<file path="src/rtl/bit_serializer_piso.sv">
// bit_serializer_piso: parallel-in/serial-out shifter with a one-word holding buffer
// so that back-to-back words stream with no gap between them.
module bit_serializer_piso #(
    parameter int WIDTH     = 8,
    parameter bit MSB_FIRST = 1'b1
) (
    input  logic             clk,
    input  logic             reset,
    input  logic [WIDTH-1:0] in_data,
    input  logic             in_valid,
    output logic             in_ready,
    input  logic             bit_en,
    output logic             x_out,
    output logic             x_valid,
    output logic             word_done,
    output logic             busy
);
    localparam int CW = $clog2(WIDTH);
    localparam logic [CW-1:0] LAST = CW'(WIDTH - 1);

    typedef enum logic {IDLE, SHIFT} state_t;

    state_t           state;
    logic [WIDTH-1:0] hbuf;
    logic             hbuf_v;
    logic [WIDTH-1:0] sreg;
    logic [CW-1:0]    cnt;
    logic             consume;
    logic             last;
    logic             load;
    logic             accept;
    logic [WIDTH-1:0] shifted;

    assign in_ready = !hbuf_v;
    assign accept   = in_valid & !hbuf_v;
    assign consume  = (state == SHIFT) & bit_en;
    assign last     = consume & (cnt == LAST);
    assign load     = hbuf_v & ((state == IDLE) | last);
    assign shifted  = MSB_FIRST ? {sreg[WIDTH-2:0], 1'b0} : {1'b0, sreg[WIDTH-1:1]};
    assign x_valid  = (state == SHIFT);
    assign x_out    = x_valid & (MSB_FIRST ? sreg[WIDTH-1] : sreg[0]);
    assign busy     = (state == SHIFT) | hbuf_v;

    // accept and load are mutually exclusive: accept needs hbuf_v=0, load needs hbuf_v=1
    always_ff @(posedge clk or negedge reset) begin
        if (!reset) begin
            state     <= IDLE;
            hbuf      <= '0;
            hbuf_v    <= 1'b0;
            sreg      <= '0;
            cnt       <= '0;
            word_done <= 1'b0;
        end else begin
            word_done <= last;
            if (accept) begin
                hbuf   <= in_data;
                hbuf_v <= 1'b1;
            end
            if (load) begin
                sreg   <= hbuf;
                cnt    <= '0;
                hbuf_v <= 1'b0;
                state  <= SHIFT;
            end else if (last) begin
                state <= IDLE;
                cnt   <= '0;
            end else if (consume) begin
                sreg <= shifted;
                cnt  <= cnt + CW'(1);
            end
        end
    end
endmodule

</file>
<file path="config.mk">
export PLATFORM = sky130hd
export DESIGN_NAME = bit_serializer_piso
export DESIGN_NICKNAME = d
export VERILOG_FILES = /design/src/rtl/bit_serializer_piso.sv
export SDC_FILE = /design/constraint.sdc
export NUM_CORES = 1
export LEC_CHECK = 0
export ABC_AREA = 1
export ABC_CLOCK_PERIOD_IN_PS = 1650
export BUFFER_PORTS_ARGS = -buffer_cell sky130_fd_sc_hd__buf_4
export CAP_MARGIN = 0
export CELL_PAD_IN_SITES_DETAIL_PLACEMENT = 2
export CELL_PAD_IN_SITES_GLOBAL_PLACEMENT = 2
export CORE_MARGIN = 3
export CORE_UTILIZATION = 29
export DETAILED_ROUTE_END_ITERATION = 7
export GPL_TIMING_DRIVEN = 0
export HOLD_SLACK_MARGIN = 0.02
export PLACE_DENSITY_LB_ADDON = 0.1
export SYNTH_ARGS = -nofsm -noshare
export SYNTH_HDL_FRONTEND = slang
export SYNTH_SLANG_ARGS = --single-unit
export TNS_END_PERCENT = 30
</file>
<file path="constraint.sdc">
create_clock -name clk -period 1.65 [get_ports clk]
set_clock_uncertainty 0.2 [all_clocks]
set_input_delay 0.0825 -clock clk [delete_from_list [all_inputs] [get_ports clk]]
set_output_delay 0.0825 -clock clk [all_outputs]
set_load 0.03 [all_outputs]
</file>
# Yosys cells after proc, flatten, opt, wreduce, memory -nomap -nowiden

Index checks and enable logic that the tools add are counted.

Flip-flop bits (word level): 22
Input bits: 12
Output and inout bits: 5

Add/subtract/negate cells: 1
Mux-type cells: 10
Bitwise logic cells: 8
Eq/ne operators: 2
Reductions and logical operators: 6

Operators by type and width:

| kind                                                            | number |
|---|---|
| 8-bit two-way mux                                               | 3 |
| 3-bit two-way mux                                               | 3 |
| 2-bit nonzero test                                              | 3 |
| 1-bit bitwise AND                                               | 5 |
| 1-bit two-way mux                                               | 4 |
| 3-bit by 1-bit adder with 3-bit output, second input constant   | 1 |
| 3-bit equality test, second input constant                      | 1 |
| 3-bit nonzero test                                              | 1 |
| 2-bit by 1-bit != test with 1-bit output, second input constant | 1 |
| 1-bit OR                                                        | 2 |
| 2-bit AND reduction                                             | 1 |
| 1-bit logical NOT                                               | 1 |
| 1-bit inverter                                                  | 1 |

# Logic depth before layout (Yosys ltp)

Depth after elaboration: 6
Gate-level depth with buffers: 10
Depth with buffers taken out: 9

# Least setup slack after synthesis

Ideal clock, no wire load.

Path kind: register to register
Start: register cnt[0]
End: register sreg[2]
Cell stages (with the launch flop): 11
Setup time: 65 ps
Arrival: 1358 ps
Period minus slack after synthesis: 1623 ps
Setup slack: 27 ps
Data required time: 1385 ps
Path through: dfrtp_1 > ha_1 > ha_1 > nand2_1 > nand2_1 > nand2_1 > buf_4 > nand2_1 > nand2_1 > nand2_1 > nand2_1

Longest elaborated chain between the ends: 6
Elaborated cells on any way between the ends: 8
Classes of those cells: eq/ne (2); mux (1); bitwise (3); reduce/logical (2)

Ends and longest elaborated chain:

| element                                                                                         | line | source |
|---|---|---|
| from (decl)                                                                                     | 27   | `logic [CW-1:0] cnt;` |
| from (signal assigned)                                                                          | 69   | `cnt <= cnt + CW'(1);` |
| 3-bit equality test *                                                                           | 37   | `assign last = consume & (cnt == LAST);` |
| 1-bit bitwise AND *                                                                             | 37   |  |
| 1-bit OR                                                                                        | 38   | `assign load = hbuf_v & ((state == IDLE) \| last);` |
| 1-bit bitwise AND                                                                               | 38   |  |
| 2-bit by 1-bit != test with 1-bit output (no source line) or 2-bit nonzero test (tied branches) | --   |  |
| 2-bit AND reduction (no source line)                                                            | --   |  |
| to (signal assigned)                                                                            | 60   | `sreg <= hbuf;` |
| to (signal assigned)                                                                            | 68   | `sreg <= shifted;` |
| to (decl)                                                                                       | 26   | `logic [WIDTH-1:0] sreg;` |

Every way passes the cells marked *; elsewhere a longest branch is shown, timed or not.
A chain may end at the register's enable or synchronous reset.

# Worst setup path in the final report

Start: register cnt[1]
End: register sreg[2]

Same word-level chain as after synthesis.

==> metrics.txt <==
DP HPWL 1.66 mm; most frequent cells in the layout nand2_1 (41), dfrtp_1 (22), buf_4 (21); Final setup violation count 6; largest net degree at the start of global routing 23; Final nets 159; maximum VDD drop 717 uV; routed wire length 2.71 mm; Max clock buf depth 2; I/O Pins 17; antenna-violating nets left 0; Seq/Total Area, Yosys 55.7%; Area growth, synth to finish 45.2%; Fin Hold WS 0.289 ns; root buf cell clkbuf_4; XOR/XNOR Fraction of Synth Area 0%; Core Region 0.00315 mm^2; Skew-Pair Late Insertion Delay 0.32 ns; P per Cell Area 1270 mW/mm^2; initial antenna violation count 0; failing checks negative setup slack; detailed-route DRC error count 0; status finished, violations left; Synth Area in Compound Gates 3.29%; number of global-route vias before repair 942; mux cell area share after synthesis 9.11%; largest family of logic cells by synthesized area simple AND/OR/NAND/NOR gates; ranking of synthesized cells by area dfrtp_1 (56%), nand2_1 (17%), mux2_2 (6.8%), nand3_1 (6.1%), ha_1 (2.5%); largest area contributor in the netlist dfrtp_1; Synth Instances 105; mapped cell area 988 um^2; Clock Sinks 22; total clock buffers created by CTS 3; DR vias/cell 4.57; first-pass GRT wire length 4.64 mm; share of the synthesized area in the top cell type 55.7%; full die area 0.00414 mm^2; fin worst setup slack -0.0290 ns; simple-gate portion of the synthesized area 25.1%; RSZ-0062 raised after global routing yes; worst-path fanout max 8; All-Layer GR Usage 14.5%; post-route cell area 0.00144 mm^2; total grt overflow 0; Fin. Hold Viols 0; Syn. warnings 0; fin crit period 1.68 ns; H-tree levels 1; Max Cap Viol 0; Unique masters post-synth 16; Row Count 20; drt first pass iters 3; Die Width 64.4 um; Starting Density 31.3%; Pleak 0.000751 uW; via count 859; # port buffers 16; die height 64.4 um; max_slew headroom 79.6%; Hold Path Class flip-flop to flip-flop; drt wl/cell 14.4 um; Fmax 596 MHz; critical path type flip-flop to flip-flop; share of cells above drive strength 1 31.9%; Tcrit/Tclk final 102%; Worst-path clk slew 0.14 ns; Worst Max-Slew Pin Slew 0.306 ns; Worst EP arrival 1.69 ns; GP Congestion 0.722; commonest non-fill, non-tap cell in the layout nand2_1; Avg Inst Size Synth 9.41 um^2; Post-DP Area 0.00116 mm^2; Post-Syn Nets 119; #FFs+latches synth 22; CTS tree done; WP data required 1.66 ns; fin. max-slew vios 0; Adder-Cell Fraction of Synth Area 2.53%; startpoint types flip-flop; antenna cell count 0; crit end category flip-flop; 1st-iter DRT viols 15; setup slack at placement -0.161 ns
## synthesized netlist by cell type
master / n
buf_2: 1
buf_4: 1
mux2_1: 2
nand2_1: 44
mux2_2: 6
o21ai_2: 2
nand3_1: 12
nand4_1: 1
dfrtp_1: 22
o21ai_0: 3
buf_6: 1
nand2_2: 2
ha_1: 2
nor2_1: 1
inv_2: 1
inv_1: 4
## report_power, final
group          switching [uW]  leakage (uW)  internal [uW]  total [uW]
clock                     170     0.0000210            135         305
sequential                113      0.000275            737         850
combinational             344      0.000456            330         674
## critical path: stages (launching register included)
cell and delay (ns):
dfrtp_1 0.43, ha_2 0.20, ha_4 0.17, nand2_4 0.06
nand2_4 0.06, buf_6 0.15, nand2_4 0.06, o21ai_4 0.09
nand2_1 0.08, nand2_1 0.05
## state kept, by name, summed over array words and instances (netlist names)
name	cells
cnt	3
word_done	1
hbuf_v	1
x_valid	1
hbuf	8
sreg	8
## worst paths after layout
path / start / endpoint / slack [ns] / depth (start not counted)
worst max-delay path: cnt[1]$_DFFE_PN0P_ / sreg[2]$_DFFE_PN0P_ / -0.03 / 9
worst min-delay path: sreg[4]$_DFFE_PN0P_ / sreg[4]$_DFFE_PN0P_ / 0.29 / 2
worst max register to register: cnt[1]$_DFFE_PN0P_ / sreg[2]$_DFFE_PN0P_ / -0.03 / 9
worst min register to register: sreg[4]$_DFFE_PN0P_ / sreg[4]$_DFFE_PN0P_ / 0.29 / 2
max in group asynchronous: reset / hbuf_v$_DFFE_PN0P_ / 0.40 / 3
min in group asynchronous: reset / cnt[0]$_DFFE_PN0P_ / 0.60 / 3
## logic make-up (layout without fill, tap and decap cells)
logic type | after synthesis | count (layout)
AOI/OAI and AO/OA | 5 | 5
adders and majority gates | 2 | 2
buffers and inverters | 8 | 47
DFF | 22 | 22
muxes | 8 | 8
and+or+nand+nor | 60 | 60
## cell type report
cell class,instances,area (um^2)
fill,365,1720
multi-input combinational,75,453
tap,44,55.1
buffer,3,27.5
timing repair buffer,35,294
inverter,5,18.8
sequential,22,551
clock buffer,4,36.3
## stage by stage
step	utilization [%]	instances	total power, uW	TNS, ns
6_report	45.5	188	1830	-0.0747
5_1_grt	45.5	188	1990	-0.615
4_1_cts	44.4	187	1800	-0.00405
3_5_place_dp	36.9	165	1400	-1.41
3_3_place_gp	36.9	165	1350	-1.09
2_1_floorplan	-	105	1210	0
## layer usage
layer	track usage, %	share of wire, %
met5	0	0
met4	1.58	0.37
met3	3.69	2.4
met2	27.1	54
met1	17.2	43
## what timing repair did
action | CTS | global route
resized for setup | 10 | 5
gates cloned | 2 | 0
hold endpoints to repair | 43 | 0
hold buffers | 12 | 0
pin swaps | 3 | 6
buffers inserted | 4 | 1
endpoints found under the setup margin | 11 | 12
Note: power is estimated with default switching activity, not from simulation.
